--- config.mk ---
export PLATFORM = sky130hd
export DESIGN_NAME = load_store_unit
export DESIGN_NICKNAME = d
export VERILOG_FILES = /design/src/rtl/load_store_unit.sv
export SDC_FILE = /design/constraint.sdc
export NUM_CORES = 1
export LEC_CHECK = 0
export CORE_ASPECT_RATIO = 2
export CORE_MARGIN = 5
export CORE_UTILIZATION = 48
export CTS_BUF_LIST = sky130_fd_sc_hd__clkbuf_4 sky130_fd_sc_hd__clkbuf_8
export DETAILED_ROUTE_END_ITERATION = 8
export PLACE_DENSITY = 0.91
export SLEW_MARGIN = 20
export SYNTH_ARGS = -nofsm -noshare
export SYNTH_HDL_FRONTEND = slang
export SYNTH_SLANG_ARGS = --single-unit
--- constraint.sdc ---
create_clock -name clk -period 5 [get_ports clk]
set_clock_uncertainty 0.05 [all_clocks]
set_input_delay 1.5 -clock clk [delete_from_list [all_inputs] [get_ports clk]]
set_output_delay 1.5 -clock clk [all_outputs]
set_load 0.05 [all_outputs]
--- src/rtl/load_store_unit.sv ---
// Load/store initiator for a word-addressed data memory: RV32I sub-word extraction and RMW sub-word stores.
// Latency from accept: error 1, SW 2, load 3, SB/SH 4 cycles; one request at a time, no response backpressure.
module load_store_unit #(
    parameter int width = 32
) (
    input  logic             clk,
    input  logic             rst,
    input  logic             req_valid,
    output logic             req_ready,
    input  logic             req_load,
    input  logic [2:0]       req_funct3,
    input  logic [width-1:0] req_addr,
    input  logic [width-1:0] req_wdata,
    output logic             resp_valid,
    output logic             resp_err,
    output logic [width-1:0] resp_rdata,
    output logic [width-1:0] mem_addr,
    output logic             mem_read,
    output logic             mem_write,
    output logic [width-1:0] mem_wdata,
    input  logic [width-1:0] mem_rdata
);

    typedef enum logic [2:0] {IDLE, RD, RD_WAIT, WR, RESP} state_t;

    state_t             state_q, state_d;
    logic               load_q, load_d;
    logic               err_q, err_d;
    logic [2:0]         funct3_q, funct3_d;
    logic [width-1:0]   addr_q, addr_d;
    logic [width-1:0]   wdata_q, wdata_d;
    logic [width-1:0]   word_q, word_d;

    logic               req_bad;
    logic [7:0]         sel_byte;
    logic [15:0]        sel_half;
    logic [width-1:0]   load_val;
    logic [width-1:0]   store_word;

    always_comb begin
        req_bad = 1'b0;
        if (req_load) begin
            req_bad = (req_funct3 == 3'b011) || (req_funct3[2:1] == 2'b11);
        end else begin
            req_bad = req_funct3[2] || (req_funct3[1:0] == 2'b11);
        end
        if (req_funct3[1:0] == 2'b01 && req_addr[0]) begin
            req_bad = 1'b1;
        end
        if (req_funct3[1:0] == 2'b10 && req_addr[1:0] != 2'b00) begin
            req_bad = 1'b1;
        end
    end

    // Lane data is taken from the word captured in RD_WAIT, not from live mem_rdata.
    always_comb begin
        sel_byte = word_q[{addr_q[1:0], 3'b000} +: 8];
        sel_half = word_q[{addr_q[1], 4'b0000} +: 16];
        case (funct3_q[1:0])
            2'b00:   load_val = {{(width-8){sel_byte[7] & ~funct3_q[2]}}, sel_byte};
            2'b01:   load_val = {{(width-16){sel_half[15] & ~funct3_q[2]}}, sel_half};
            default: load_val = word_q;
        endcase
    end

    always_comb begin
        store_word = word_q;
        case (funct3_q[1:0])
            2'b00:   store_word[{addr_q[1:0], 3'b000} +: 8] = wdata_q[7:0];
            2'b01:   store_word[{addr_q[1], 4'b0000} +: 16] = wdata_q[15:0];
            default: store_word = wdata_q;
        endcase
    end

    always_comb begin
        state_d  = state_q;
        load_d   = load_q;
        err_d    = err_q;
        funct3_d = funct3_q;
        addr_d   = addr_q;
        wdata_d  = wdata_q;
        word_d   = word_q;
        case (state_q)
            IDLE: begin
                err_d = 1'b0;
                if (req_valid) begin
                    load_d   = req_load;
                    funct3_d = req_funct3;
                    addr_d   = req_addr;
                    wdata_d  = req_wdata;
                    err_d    = req_bad;
                    if (req_bad) begin
                        state_d = RESP;
                    end else if (!req_load && req_funct3[1:0] == 2'b10) begin
                        state_d = WR;
                    end else begin
                        state_d = RD;
                    end
                end
            end
            RD:      state_d = RD_WAIT;
            RD_WAIT: begin
                word_d  = mem_rdata;
                state_d = load_q ? RESP : WR;
            end
            WR:      state_d = RESP;
            RESP:    state_d = IDLE;
            default: state_d = IDLE;
        endcase
    end

    always_ff @(posedge clk or posedge rst) begin
        if (rst) begin
            state_q  <= IDLE;
            load_q   <= 1'b0;
            err_q    <= 1'b0;
            funct3_q <= 3'b000;
            addr_q   <= '0;
            wdata_q  <= '0;
            word_q   <= '0;
        end else begin
            state_q  <= state_d;
            load_q   <= load_d;
            err_q    <= err_d;
            funct3_q <= funct3_d;
            addr_q   <= addr_d;
            wdata_q  <= wdata_d;
            word_q   <= word_d;
        end
    end

    always_comb begin
        req_ready  = (state_q == IDLE);
        mem_read   = (state_q == RD) || (state_q == RD_WAIT);
        mem_write  = (state_q == WR);
        mem_addr   = (mem_read || mem_write) ? {addr_q[width-1:2], 2'b00} : '0;
        mem_wdata  = mem_write ? store_word : '0;
        resp_valid = (state_q == RESP);
        resp_err   = resp_valid && err_q;
        resp_rdata = (resp_valid && load_q && !err_q) ? load_val : '0;
    end

endmodule

=== Yosys cells after proc, flatten, opt, wreduce, memory -nomap -nowiden ===
Index checks and enable logic that the tools add are counted.

* Output and inout port bits: 101
* Flip-flop bits (word level): 104
* Input port bits: 103

* Reductions and logical operators: 16
* Shift operators: 6
* Equality and inequality tests: 11
* Mux-type cells: 16
* Add/sub/neg operators: 2
* Bitwise logic cells: 3

{| class="wikitable"
|+ Operators with widths
! cell !! count
|-
| 32-bit case mux with 2 select lines || 2
|-
| 32-bit 2-to-1 mux || 3
|-
| 32-bit bitwise mux || 2
|-
| 16-bit by 7-bit variable shift with 32-bit output (first input constant) || 1
|-
| 8-bit by 7-bit variable shift with 32-bit output (first input constant) || 1
|-
| 16-bit by 7-bit indexed part select with 32-bit output || 1
|-
| 32-bit by 6-bit indexed part select with 16-bit output || 1
|-
| 32-bit by 6-bit indexed part select with 8-bit output || 1
|-
| 8-bit by 7-bit indexed part select with 32-bit output || 1
|-
| 5-bit negator with 7-bit output || 2
|-
| 3-bit case mux with 4 select lines || 1
|-
| 3-bit by 2-bit == test with 1-bit output (second input constant) || 3
|-
| 3-bit 2-to-1 mux || 3
|-
| 2-bit == test (second input constant) || 3
|-
| 1-bit logical AND || 6
|-
| 2-bit by 1-bit == test with 1-bit output (second input constant) || 2
|-
| 1-bit logical OR || 4
|-
| 1-bit 2-to-1 mux || 4
|-
| 3-bit by 1-bit == test with 1-bit output (second input constant) || 1
|-
| 3-bit == test (second input constant) || 1
|-
| 3-bit zero test || 1
|-
| 1-bit bitwise AND || 2
|-
| 1-bit zero test || 2
|-
| 2-bit zero test || 1
|-
| other kinds (5) || 5
|}

=== Depth between registers and ports, before layout ===
* Depth after elaboration: 8
* Depth in mapped cells: 7
* Gate-level depth less buffers: 5

=== Worst setup path after synthesis ===
No wires, ideal clock.

* Path type: register to output
* Start point: register addr_q[1]
* End point: output mem_wdata[7]
* Arrival time: 3.962 ns
* Slack: -0.512 ns
* Stages on the path, launching flop included: 7
* Cell sequence: dfrtp_1 > buf_2 > inv_1 > ha_1 > nor3b_2 > a221oi_1 > a2111oi_0

* Longest elaborated chain between the ends: 5
* Elaborated cells between the ends (all ways): 10
* Classes of those cells: add/sub: 2; shift: 4; mux: 4

{| class="wikitable"
|+ Ends and longest elaborated chain
! element !! line !! text
|-
| from (decl) || 30 || <nowiki>logic [width-1:0] addr_q, addr_d;</nowiki>
|-
| from (signal assigned) || 126 || <nowiki>addr_q <= addr_d;</nowiki>
|-
| 5-bit negator with 7-bit output (on tied branches) || 70, 69 ||
|-
| 16-bit by 7-bit indexed part select with 32-bit output, or another cell as far along || 70 || <nowiki>2'b01: store_word[{addr_q[1], 4'b0000} +: 16] = wdata_q[15:0];</nowiki>
|-
| 32-bit bitwise mux (on tied branches) || 70, 69 ||
|-
| 32-bit case mux with 2 select lines (*) || 68 || <nowiki>case (funct3_q[1:0])</nowiki>
|-
| 32-bit 2-to-1 mux (*) || 137 || <nowiki>mem_wdata = mem_write ? store_word : '0;</nowiki>
|-
| to (decl) || 20 || <nowiki>output logic [width-1:0] mem_wdata,</nowiki>
|}

Mark *: on every way between the ends. The rest lies on a longest branch, timed or not.

=== Final worst setup path ===
* Start point: register addr_q[0]
* End point: output resp_rdata[6]

* Longest elaborated chain between the ends: 3

{| class="wikitable"
|+ Ends and longest elaborated chain
! element !! line !! text
|-
| 32-bit by 6-bit indexed part select with 8-bit output || 57 || <nowiki>sel_byte = word_q[{addr_q[1:0], 3'b000} +: 8];</nowiki>
|-
| 32-bit case mux with 2 select lines || 59 || <nowiki>case (funct3_q[1:0])</nowiki>
|-
| 32-bit 2-to-1 mux || 140 || <nowiki>resp_rdata = (resp_valid && load_q && !err_q) ? load_val : '0;</nowiki>
|-
| to (decl) || 16 || <nowiki>output logic [width-1:0] resp_rdata,</nowiki>
|}

Every way passes these cells.

==> run summary <==
- output port — endpoint type of the worst setup path
- 663 — gate count of the mapped netlist
- 0.10 ns — CTS clock-pin slew for the worst setup and hold paths
- 6 — number of optimization iterations in the first detailed-route pass
- 0.003277 mm2 — area of the multi-input gates
- 0.002604 mm2 — Reg area
- 3.45 ns — data required time at the worst endpoint
- 3 — FF-to-FF path depth
- sky130_fd_sc_hd__clkdlybuf4s50_1 — Slowest-stage cell, CP
- 0 — number of synthesized flops with an enable pin
- 0.9438 — GP Congestion
- 9.540 um2 — mean cell area of the mapped netlist
- 91.17 um — die width
- 3 — number of H-tree levels
- 0.008800 mm2 — Cell Area, Placed
- 34910 um — wire length of the first global-routing pass
- 942 — NumNets Final
- 10 — largest driver fanout on the critical path
- 3.15 ns — critical path data arrival time
- 1 — hold path cells
- 22.48 um — routed len/inst
- sky130_fd_sc_hd__dfrtp_1, sky130_fd_sc_hd__mux2_2, sky130_fd_sc_hd__a221oi_1 — top post-synthesis cells by area
- 0.4115 — portion of synthesized cell area occupied by the leading cell type
- 0 — synthesis warning total
- 614.4 mW/mm2 — power density over the cells
- 0 — hold buffer count at cts
- 0.009012 mm2 — final non-filler cell area
- 6.074 — average vias per placed instance
- 0.79 ns — delay of the slowest critical-path stage
- 59 — site row count
- 172.3 um — Die Y
- 796 — Iteration-0 DRC Markers
- 0.4115 — portion of the post-synthesis area used by sequential elements
- 0.006325 mm2 — cell area after synthesis
- 0.4868 — initial core utilization
- 0.3016 ns — Worst Slack Setup Final
- sky130_fd_sc_hd__dfrtp_1 — area leader, netlist
- sky130_fd_sc_hd__dfrtp_1 — ys flop type
- 0 ns — aggregate negative setup slack
- state_q[0]$_DFFE_PP0P_ — reg-to-reg critical path startpoint
- 0.2859 — combined global-route utilization of all metal layers
- 0 — Post-CTS Repair Setup Buffers
- complete, no violations — outcome
- 0 — post-cts sizing count
- 0 — number of violations of the max-capacitance limit
- sky130_fd_sc_hd__clkbuf_8 — clock tree root buffer cell
- 0 — max-slew violation count
- wdata_q[13]$_DFFE_PP0P_ — capturing point of the worst reg2reg path
- 42.49% — layout overhead on the synthesized area
- 104 — number of flip-flops and latches in the synthesized netlist
- reg -> out — crit path kind
- yes — TritonCTS clock tree
- 6025 — total vias in the final route
- reg -> reg — type of the worst min-delay path
- 104 — total clock sinks
- 0 — remaining global-route overflow
- 974 — total instance count after detailed placement
- 17060 um — post-detail-place hpwl
- 3.676 nW — static power due to leakage
- 6327 — via count of the first global-routing pass
- 0.5529 mV — worst supply voltage drop on vdd
- 0 — residual antenna-violating net count after detailed routing
- sky130_fd_sc_hd__dfrtp_1 — top-count cell post-synth
- false — RSZ-0062 raised after global routing
- addr_q[6]$_DFFE_PP0P_ — HP Start
- 4.698 ns — time the final worst path needs with I/O delays and setup
- 0 — Final Hold Fails
- 65 — largest net degree at the start of global routing
- 0.3665 — max-slew headroom at the worst pin
- 0.9397 — final worst-path cycle share
- 0.9430 ns — slew at the pin with the worst max-slew slack
- 22300 um — sum of routed wire length over all layers
- 204 — IO Pins
- 0 — final setup vio count
- 1.000 — share of synthesized registers carrying an async set or reset
- 2 — worst-case clock buffer depth
- 2.85 ns — reg-to-reg setup timing slack
- 201 — number of buffer cells added on primary ports
- 0.38 ns — worst skew pair latency
- 9 — CTS buffer count
- 0.01299 mm2 — floorplan core area
- 0 — detailed-route DRC error count
- sky130_fd_sc_hd__dfrtp_1, sky130_fd_sc_hd__mux2_2, sky130_fd_sc_hd__o21ai_0 — synth cell count leaders
- 0.01571 mm2 — die footprint
- 0.6937 — Post-Route Utilization
- 0 — antenna violations before repair
- 50 — Cell variety after synth
- 212.8 MHz — timing-limited maximum frequency
- 0.2122 — ratio of cells with drive above 1 in the final layout
- nand2b_1 -> a21oi_1 -> o221a_2 -> clkdlybuf4s50_1 — critical path cell sequence
- 992 — Finished Layout Cells
- flop — kind of launch point of the worst setup path
- 956 — fill cell instance count of the final layout
- 0.6913 ns — worst setup slack before clock tree synthesis
- addr_q[6]$_DFFE_PP0P_ — hold path endpoint
## critical path: cells and delay by family (launching register included)
kind                   cells  cell delay (ns)
AOI/OAI and AO/OA          2             1.05
buffers and inverters      1             0.79
and+or+nand+nor            1             0.38
DFF                        1             0.55
## registers in the layout, summed over array words and instances, names as in the netlist
register	count
state_q	3
addr_q	32
wdata_q	32
word_q	32
funct3_q	3
err_q	1
load_q	1
## power by group
part | internal (mW) | leakage (nW) | total, mW | switching (mW)
clock network | 0.238 | 0.103 | 0.557 | 0.319
logic | 1.31 | 2.32 | 3.20 | 1.89
registers | 1.26 | 1.25 | 1.78 | 0.522
## cells by family (layout without fill, tap and decap cells)
logic type	after synthesis	in the layout	share of synthesized area
simple gates	193	193	0.1721
compound gates	162	162	0.1771
buf+inv	110	285	0.07379
flops	104	104	0.4115
mux	87	87	0.1537
fa+ha+maj	5	5	0.009891
other cells	1	3	0.0005929
xor+xnor	1	1	0.001385
## through the flow
| step | power, mW | hold WS, ns |
|---|---|---|
| floorplan | 3.881 | 0.4220 |
| finish | 5.538 | 0.4550 |
| global placement | 4.833 | 0.4310 |
| detailed placement | 4.936 | 0.4378 |
| CTS | 5.514 | 0.4618 |
| global route | 5.874 | 0.4743 |
## cell type report
class / count / share of cell area
multi-input cells: 450 / 0.3636
flip-flops and latches: 104 / 0.2889
repair buffers: 216 / 0.2813
inverters: 53 / 0.02235
well taps: 152 / 0.02110
clock buffers: 9 / 0.01374
clock inverters: 7 / 0.008746
diodes: 1 / 0.0002777
## how the worst max path moves through the flow
| stage | start | to | slack (ns) | cells after the start |
|---|---|---|---|---|
| finish | addr_q[0]$_DFFE_PP0P_ | resp_rdata[6] | 0.30 | 4 |
| global route | addr_q[0]$_DFFE_PP0P_ | resp_rdata[6] | 0.16 | 4 |
| CTS | addr_q[0]$_DFFE_PP0P_ | resp_rdata[6] | 0.28 | 4 |
| detailed placement | addr_q[0]$_DFFE_PP0P_ | resp_rdata[6] | 0.69 | 4 |
| global placement | addr_q[0]$_DFFE_PP0P_ | resp_rdata[6] | 0.75 | 4 |
| floorplan | addr_q[1]$_DFFE_PP0P_ | mem_wdata[7] | 0.15 | 6 |
## metal layers
metal  global-route usage  routed length, um  vias to the layer above
met1               0.3061               7198                     2850
met2               0.4906              11650                      349
li1                     -                  -                     2732
met4               0.2063               1712                        0
met5                    0                  0                        -
met3              0.06443               1737                       94
## layout by cell type (no fill, tap or decap), types with 3 or more instances in the layout
cell and instances:
sky130_fd_sc_hd__a2111oi_1 9, sky130_fd_sc_hd__a21oi_1 3, sky130_fd_sc_hd__a221oi_1 41, sky130_fd_sc_hd__a22oi_1 8
sky130_fd_sc_hd__a31oi_1 8, sky130_fd_sc_hd__and2_1 32, sky130_fd_sc_hd__and3b_1 8, sky130_fd_sc_hd__buf_12 44
sky130_fd_sc_hd__buf_4 27, sky130_fd_sc_hd__clkbuf_8 9, sky130_fd_sc_hd__clkdlybuf4s50_1 145, sky130_fd_sc_hd__dfrtp_1 103
sky130_fd_sc_hd__ha_1 5, sky130_fd_sc_hd__inv_1 51, sky130_fd_sc_hd__mux2_2 71, sky130_fd_sc_hd__mux2i_1 15
sky130_fd_sc_hd__nand2_1 50, sky130_fd_sc_hd__nand2b_1 4, sky130_fd_sc_hd__nand3_1 9, sky130_fd_sc_hd__nor2_1 26
sky130_fd_sc_hd__nor2b_1 16, sky130_fd_sc_hd__nor3_1 19, sky130_fd_sc_hd__nor3b_1 8, sky130_fd_sc_hd__nor4b_1 7
sky130_fd_sc_hd__o21ai_0 60, sky130_fd_sc_hd__o221a_2 7, sky130_fd_sc_hd__o22ai_1 17
No activity file was read; power rests on OpenSTA's default activity.
